===== config.mk =====
export PLATFORM = sky130hd
export DESIGN_NAME = key_disp_sched
export DESIGN_NICKNAME = d
export VERILOG_FILES = /design/src/rtl/keypad_pkg.sv /design/src/rtl/bcd_sseg_dec.sv /design/src/rtl/key_disp_sched.sv
export SDC_FILE = /design/constraint.sdc
export NUM_CORES = 1
export LEC_CHECK = 0
export BUFFER_PORTS_ARGS = -buffer_cell sky130_fd_sc_hd__buf_2
export CAP_MARGIN = 20
export CORE_AREA = 2 2 69 71
export CTS_BUF_LIST = sky130_fd_sc_hd__clkbuf_4
export CTS_CLUSTER_SIZE = 14
export DETAILED_ROUTE_END_ITERATION = 7
export DIE_AREA = 0 0 71 73
export PLACE_DENSITY = 0.95
export SYNTH_ARGS = -nofsm -noshare
export SYNTH_HDL_FRONTEND = slang
export SYNTH_SLANG_ARGS = --single-unit

===== constraint.sdc =====
create_clock -name clk -period 5.1 [get_ports clk]
set_clock_uncertainty 0.2 [all_clocks]
set_input_delay 0.255 -clock clk [delete_from_list [all_inputs] [get_ports clk]]
set_output_delay 0.255 -clock clk [all_outputs]
set_load 0.05 [all_outputs]

===== src/rtl/keypad_pkg.sv =====
// Shared key codes, segment constants and slot-state type for the keypad entry/display slice.
// Combinational constants only: no latency, no flow control.
package keypad_pkg;
  localparam logic [3:0] KEY_STAR  = 4'd10;
  localparam logic [3:0] KEY_POUND = 4'd11;
  localparam logic [7:0] SEG_BLANK = 8'hFF;
  localparam logic [7:0] SEG_ZERO  = 8'hC0;
  localparam logic [2:0] MAX_DIG   = 3'd4;

  typedef enum logic {BLANK, ON} slot_st_t;
endpackage


===== src/rtl/bcd_sseg_dec.sv =====
// BCD to active-low 7-segment {g,f,e,d,c,b,a}; codes 10-15 decode to blank.
// Purely combinational: zero latency, no backpressure.
module bcd_sseg_dec (
  input  logic [3:0] bcd,
  output logic [6:0] sseg
);
  always_comb begin
    sseg = 7'h7F;
    case (bcd)
      4'd0: sseg = 7'h40;
      4'd1: sseg = 7'h79;
      4'd2: sseg = 7'h24;
      4'd3: sseg = 7'h30;
      4'd4: sseg = 7'h19;
      4'd5: sseg = 7'h12;
      4'd6: sseg = 7'h02;
      4'd7: sseg = 7'h78;
      4'd8: sseg = 7'h00;
      4'd9: sseg = 7'h10;
      default: sseg = 7'h7F;
    endcase
  end
endmodule


===== src/rtl/key_disp_sched.sv =====
// Keypad digit entry buffer plus 4-digit multiplexed 7-seg scan; seg/an one cycle behind state.
// No backpressure: every strobe is acted on the cycle it arrives, scan never stalls.
module key_disp_sched
  import keypad_pkg::*;
#(
  parameter int REFRESH_DIV = 50000,
  parameter int BLANK_CYC   = 16
) (
  input  logic        clk,
  input  logic        RST,
  input  logic [3:0]  KEY_VAL,
  input  logic        KEY_STB,
  input  logic        CLR,
  output logic [7:0]  seg,
  output logic [3:0]  an,
  output logic [15:0] DIGITS,
  output logic [2:0]  DIG_CNT,
  output logic        OVF
);
  localparam int PW = $clog2(REFRESH_DIV);

  logic [PW-1:0] presc;
  logic [1:0]    slot;
  slot_st_t      st;
  logic [3:0]    nib;
  logic [6:0]    sseg;
  logic          show;

  assign nib  = DIGITS[{slot, 2'b00} +: 4];
  assign show = ({1'b0, slot} < DIG_CNT);

  bcd_sseg_dec u_dec (
    .bcd  (nib),
    .sseg (sseg)
  );

  // CLR outranks any strobe in the same cycle, including a would-be overflow.
  always_ff @(posedge clk or posedge RST) begin
    if (RST) begin
      DIGITS  <= 16'h0000;
      DIG_CNT <= 3'd0;
      OVF     <= 1'b0;
    end else begin
      OVF <= 1'b0;
      if (CLR) begin
        DIGITS  <= 16'h0000;
        DIG_CNT <= 3'd0;
      end else if (KEY_STB) begin
        if (KEY_VAL <= 4'd9) begin
          if (DIG_CNT < MAX_DIG) begin
            DIGITS  <= {DIGITS[11:0], KEY_VAL};
            DIG_CNT <= DIG_CNT + 3'd1;
          end else begin
            OVF <= 1'b1;
          end
        end else if (KEY_VAL == KEY_STAR) begin
          if (DIG_CNT != 3'd0) begin
            DIGITS  <= {4'h0, DIGITS[15:4]};
            DIG_CNT <= DIG_CNT - 3'd1;
          end
        end else if (KEY_VAL == KEY_POUND) begin
          DIGITS  <= 16'h0000;
          DIG_CNT <= 3'd0;
        end
      end
    end
  end

  // st tracks the phase of the current prescaler value; outputs follow it one cycle later.
  always_ff @(posedge clk or posedge RST) begin
    if (RST) begin
      presc <= '0;
      slot  <= 2'd0;
      st    <= BLANK;
      an    <= 4'hF;
      seg   <= SEG_BLANK;
    end else begin
      if (presc == PW'(REFRESH_DIV - 1)) begin
        presc <= '0;
        slot  <= slot + 2'd1;
        st    <= BLANK;
      end else begin
        presc <= presc + PW'(1);
        if (presc == PW'(BLANK_CYC - 1))
          st <= ON;
      end

      if (st == BLANK) begin
        an  <= 4'hF;
        seg <= SEG_BLANK;
      end else begin
        an <= ~(4'b0001 << slot);
        if (show)
          seg <= {1'b1, sseg};
        else if (DIG_CNT == 3'd0 && slot == 2'd0)
          seg <= SEG_ZERO;
        else
          seg <= SEG_BLANK;
      end
    end
  end
endmodule


# Word-level counts from Yosys, hierarchy flattened
# Memory sizes are Yosys's and may differ from the RTL's.
# Cells that the tools add are included.
totals:
  mem_bits_ro: 112
  n_memories: 1
  latch_bits: 0
  register_bits: 51
  output_inout_bits: 32
  mem_bits_rw: 0
memory_table:
  columns: ["memory", "words", "word_bits", "read_ports", "rd_ports_with_merged_regs", "wr", "line", "source"]
  rows:
  - ["(no name shown)", 16, 7, 1, 0, 0, "bcd_sseg_dec.sv:9", "case (bcd)"]
classes:
  n_bitwise: 1
  n_reduce_logical: 8
  n_mux: 25
  multipliers: 0
  div: 0
  n_shift: 2
  n_eq_ne: 6
  order_cmp: 3
  n_addsub: 4
op_table:
  columns: ["op", "count"]
  rows:
  - ["2-to-1 mux 16 bit", 8]
  - ["2-to-1 mux 3 bit", 7]
  - ["adder 16 x 1 -> 16 bit, second input constant", 1]
  - ["== test 16 bit, second input constant", 1]
  - ["== test 16 x 4 -> 1 bit, second input constant", 1]
  - ["variable part select 16 x 5 -> 4 bit", 1]
  - ["2-to-1 mux 7 bit", 2]
  - ["== test 4 bit, second input constant", 2]
  - ["2-to-1 mux 1 bit", 6]
  - ["2-to-1 mux 6 bit", 1]
  - ["<= comparator 4 bit, second input constant", 1]
  - ["2-to-1 mux 4 bit", 1]
  - ["!= test 4 x 3 -> 1 bit, second input constant", 1]
  - ["inverter 4 bit", 1]
  - ["AND reduction 4 bit", 1]
  - ["nonzero test 2 bit", 2]
  - ["nonzero test 4 bit", 1]
  - ["left shift 1 x 2 -> 4 bit, first input constant", 1]
  - ["adder 3 x 1 -> 3 bit, second input constant", 1]
  - ["logical NOT 3 bit", 1]
  - ["< comparator 2 x 3 -> 1 bit", 1]
  - ["< comparator 3 bit, second input constant", 1]
  - ["!= test 3 x 2 -> 1 bit, second input constant", 1]
  - ["nonzero test 3 bit", 1]
  - ["4 further kinds", 4]

# Depth between registers and ports, before layout
depth:
  word_depth: 6
  depth_mapped: 7
  mapped_depth_nobuf: 6

# Cells and area by module
# From an unflattened synthesis, not the netlist that was laid out.
hier_totals:
  hier_cells: 258
  area_unflattened_um2: 2691.3
modules_own_cells:
  columns: ["mod", "area_each_um2", "n_inst", "cells_per_inst"]
  rows:
  - ["key_disp_sched", 2481.1, 1, 225]
  - ["bcd_sseg_dec", 210.2, 1, 33]

# Worst setup path after synthesis
# OpenSTA, ideal clock, no wires.
synth_timing:
  path_type: "reg-to-reg"
  startpoint: "reg DIG_CNT[0]"
  endpoint: "reg DIGITS[7]"
  setup_time_ps: 128
  slack_ps: 2792
  t_arrival_ps: 1981
  required_time_ps: 4772
  path_stages_with_launch: 7
  cell_sequence: "dfrtp_1 -> inv_1 -> ha_1 -> nor2b_1 -> a221oi_4 -> nor2_4 -> mux2_1"
synth_via:
  elab_chain_cells: 3
  word_cells_on_any_way: 5
  cone_classes: "order compare (1); eq/ne (2); reduce/logical (2)"
synth_lines:
  columns: ["element", "line", "source"]
  rows:
  - ["from (decl)", "key_disp_sched.sv:17", "output logic [2:0] DIG_CNT,"]
  - ["from (signal assigned)", "key_disp_sched.sv:52", "DIG_CNT <= DIG_CNT + 3'd1;"]
  - ["from (signal assigned)", "key_disp_sched.sv:59", "DIG_CNT <= DIG_CNT - 3'd1;"]
  - ["< comparator 3 bit / nonzero test 3 bit (equally long branches)", "key_disp_sched.sv:50, key_disp_sched.sv:57", null]
  - ["!= test 3 x 2 -> 1 bit (no line) / != test 4 x 3 -> 1 bit (equally long branches)", null, null]
  - ["AND reduction 4 bit (no line) *", null, null]
  - ["to (signal assigned)", "key_disp_sched.sv:51", "DIGITS <= {DIGITS[11:0], KEY_VAL};"]
  - ["to (signal assigned)", "key_disp_sched.sv:58", "DIGITS <= {4'h0, DIGITS[15:4]};"]
  - ["to (decl)", "key_disp_sched.sv:16", "output logic [15:0] DIGITS,"]
# Every way passes the cells marked *; elsewhere a longest branch is shown, timed or not.
# A chain may end at the register's enable or synchronous reset.

# Worst setup path in the final report
# Ends and elaborated chain as after synthesis.

==> summary.md <==
| Metric | Value |
|---|---|
| Outcome | finished clean |
| Final GP Congestion | 0.8159 |
| Worst-Margin Slew | 0.7434 ns |
| CTS clk-pin slew, worst paths | 0.14 ns |
| Unrepaired setup endpoints after global routing | no |
| Die area | 5183 µm² |
| Reg-to-reg slack, setup | 2.70 ns |
| Crit path max fanout | 15 |
| Adder-Cell Fraction of Synth Area | 0.06413 |
| Clock buffer depth | 2 |
| Vias in the first global route | 1935 |
| Main combinational cell family by area after synthesis | simple AND/OR/NAND/NOR gates |
| TritonCTS buffer count | 5 |
| Via-to-Cell Ratio | 5.809 |
| Drt drc | 0 |
| Worst skew pair latency | 0.38 ns |
| Area share of xor/xnor cells in the synthesized design | 0.04489 |
| Synth area leaders | dfrtp_1 36%, dfstp_2 11%, ha_1 6.4%, nand2_1 4.3%, a21oi_1 3.3% |
| Distinct cells, synth | 57 |
| Total GRT Usage | 0.2254 |
| Syn avg cell area | 10.43 µm² |
| Max_slew headroom | 0.5044 |
| Period minus WS final | 2.395 ns |
| Std cell rows | 25 |
| Synth Register Bits | 50 |
| Max Cap Violations | 0 |
| Largest net degree at the start of global routing | 51 |
| Total power | 0.8211 mW |
| First-pass GRT wire length | 9101 µm |
| FMAX | 417.5 MHz |
| Initial DRT Pass Iterations | 4 |
| # IOs | 40 |
| Wirelength, routed | 5515 µm |
| Mux share of post-synthesis cell area | 0.07787 |
| Initial DRC Count | 173 |
| Asr flop ratio synth | 1.000 |
| Die height | 73 µm |
| VDD IR max | 188.6 µV |
| Initial antenna violation count | 0 |
| Post-detail-place hpwl | 3730 µm |
| Routed WL per cell | 15.49 µm |
| Syn Std Cell Area | 2731 µm² |
| Final net count | 323 |
| Worst Setup End Kind | register |
| Hold Path Class | input port to register |
| Worst EP arrival | 2.47 ns |
| Num Clock Sinks | 50 |
| Post-synth EDFFs | 0 |
| Sequential area share after synthesis | 0.4631 |
| LEAKAGE | 1.374 nW |
| Crit start category | register |
| # diodes | 0 |
| Antenna Nets Post-Route | 0 |
| Layout cells sized above 1 | 0.2583 |
| Synth Area in Simple Gates | 0.1649 |
| Top cell type's share of synthesized area | 0.3573 |
| Die X | 71 µm |
| Synth Area in Compound Gates | 0.1351 |
| Post-synthesis net count | 284 |
| Post-Syn Instances | 262 |
| Max H-tree Level | 2 |
| Power per Cell Area | 270.8 nW/µm² |
| Core area | 4536 µm² |
| Setup_tns | 0 ns |
| CTS tree | yes |
| PortBufs | 38 |
| Final hold viol count | 0 |
| Final period utilization | 0.4697 |
| WS Path Type | register to register |
| Finish-stage setup viols | 0 |
| Area growth, synth to finish | 10.99% |
| Dominant synthesized flop cell | dfrtp_1 |
| Vias post-DR | 2068 |
| Slew Viols, Final | 0 |
| Root Driver | clkbuf_4 |
| Req. time, crit path | 5.18 ns |
| Initial Utilization | 0.6022 |
| Yosys warns | 0 |
| Number of setup buffers added after CTS | 0 |
| Cell taking the most area after synthesis | dfrtp_1 |
| GRT Residual Overflow | 0 |
==> worst paths after layout <==
path	depth (start not counted)	to	startpoint
max	6	DIGITS[7]$_DFFE_PP0P_	DIG_CNT[0]$_DFFE_PP0P_
min	3	DIGITS[3]$_DFFE_PP0P_	KEY_VAL[3]
max reg2reg	6	DIGITS[7]$_DFFE_PP0P_	DIG_CNT[0]$_DFFE_PP0P_
min reg2reg	1	presc[0]$_DFF_PP0_	presc[0]$_DFF_PP0_
max in group asynchronous	4	an[3]$_DFF_PP1_	RST
min in group asynchronous	3	presc[8]$_DFF_PP0_	RST
==> placed cells by master, fill, tap and decap left out, drive strengths merged, types with 5 or more instances in the layout <==
| cell type | netlist | routed |
|---|---|---|
| o21ai | 7 | 7 |
| a21oi | 18 | 18 |
| buf | 9 | 41 |
| nor3 | 6 | 6 |
| nor2 | 15 | 15 |
| xnor2 | 6 | 6 |
| nand3 | 12 | 12 |
| nand2 | 31 | 31 |
| xor2 | 8 | 8 |
| inv | 15 | 15 |
| mux2 | 7 | 7 |
| ha | 14 | 14 |
| o22ai | 5 | 5 |
| dfrtp | 39 | 39 |
| clkbuf | 3 | 6 |
| dfstp | 11 | 11 |
==> metal layers <==
| metal | track usage | vias to the layer above | wire length, µm | share of wire |
|---|---|---|---|---|
| met4 | 0.09853 | 0 | 138 | 0.025 |
| met2 | 0.3686 | 76 | 2665 | 0.48 |
| met1 | 0.2974 | 983 | 2360 | 0.43 |
| met3 | 0.04006 | 13 | 350 | 0.063 |
| li1 | - | 996 | - | - |
| met5 | 0 | - | 0 | 0 |
==> power breakdown <==
part	internal (mW)	leakage (nW)	switching (mW)	total (mW)
combinational	0.0557	0.705	0.147	0.202
sequential	0.426	0.637	0.0115	0.437
clock	0.0574	0.0331	0.124	0.182
total	0.539	1.37	0.282	0.821
==> area by class of cell <==
class / instances / area (µm²)
clock buffer: 6 / 45.04
fill: 333 / 1504
multi-input combinational: 185 / 1334
timing repair buffer: 44 / 255.2
sequential: 50 / 1265
inverter: 15 / 56.30
clock inverter: 2 / 8.758
tap: 54 / 67.56
==> timing repair <==
action,in CTS,in global routing
setup endpoints to repair,0,0
gates resized for setup,0,0
endpoints found under the hold margin,41,0
hold buffers,3,0
==> critical path, stage by stage, from the launching register on <==
cell and delay, ns:
dfrtp_1 0.45, inv_1 0.09, ha_1 0.21, nor2b_1 0.17, a221oi_4 0.67, nor2_4 0.16
mux2_1 0.35
==> kinds of logic (layout without fill, tap and decap cells) <==
group,count (synthesis),count (layout)
AND/OR/NAND/NOR,88,88
AO/OA/AOI/OAI,53,53
flip-flops,50,50
buffers and inverters,27,67
multiplexers,15,15
adder cells (fa/ha/maj),14,14
XOR/XNOR,14,14
other,1,1
==> registers in the layout, indices dropped and copies added (netlist names) <==
register and cells:
DIGITS 16, presc 16, seg 7, an 4, DIG_CNT 3, slot 2, OVF 1, st 1
==> cells in the mapped netlist, types with 2 or more instances <==
master / instances
a211oi_1: 2
a21oi_1: 18
and3_1: 2
buf_2: 4
buf_6: 3
clkbuf_1: 3
dfrtp_1: 39
dfstp_2: 11
ha_1: 14
inv_1: 15
mux2_2: 5
mux2i_1: 4
mux4_2: 4
nand2_1: 31
nand3_1: 12
nand4_1: 4
nor2_1: 14
nor2b_1: 3
nor3_1: 6
nor4_1: 2
o21a_1: 2
o21ai_0: 6
o21ba_2: 2
o22ai_1: 5
o31a_1: 2
o31ai_1: 3
o32ai_1: 3
or4_1: 2
xnor2_1: 6
xor2_1: 8
==> metrics by stage <==
| stage | setup WS, ns | hold WS [ns] | util | std cells | instance area (µm²) |
|---|---|---|---|---|---|
| final | 2.705 | 0.02616 | 0.6684 | 356 | 3032 |
| after floorplan | 2.792 | 0.1765 | - | 262 | 2731 |
| after detailed placement | 2.775 | 0.2800 | 0.6455 | 344 | 2928 |
| after CTS | 2.750 | 0.007875 | 0.6640 | 355 | 3012 |
| after global placement | 2.831 | 0.2700 | 0.6455 | 344 | 2928 |
| after global routing | 2.616 | 0.03035 | 0.6684 | 356 | 3032 |
No activity file was read; power rests on OpenSTA's default activity.
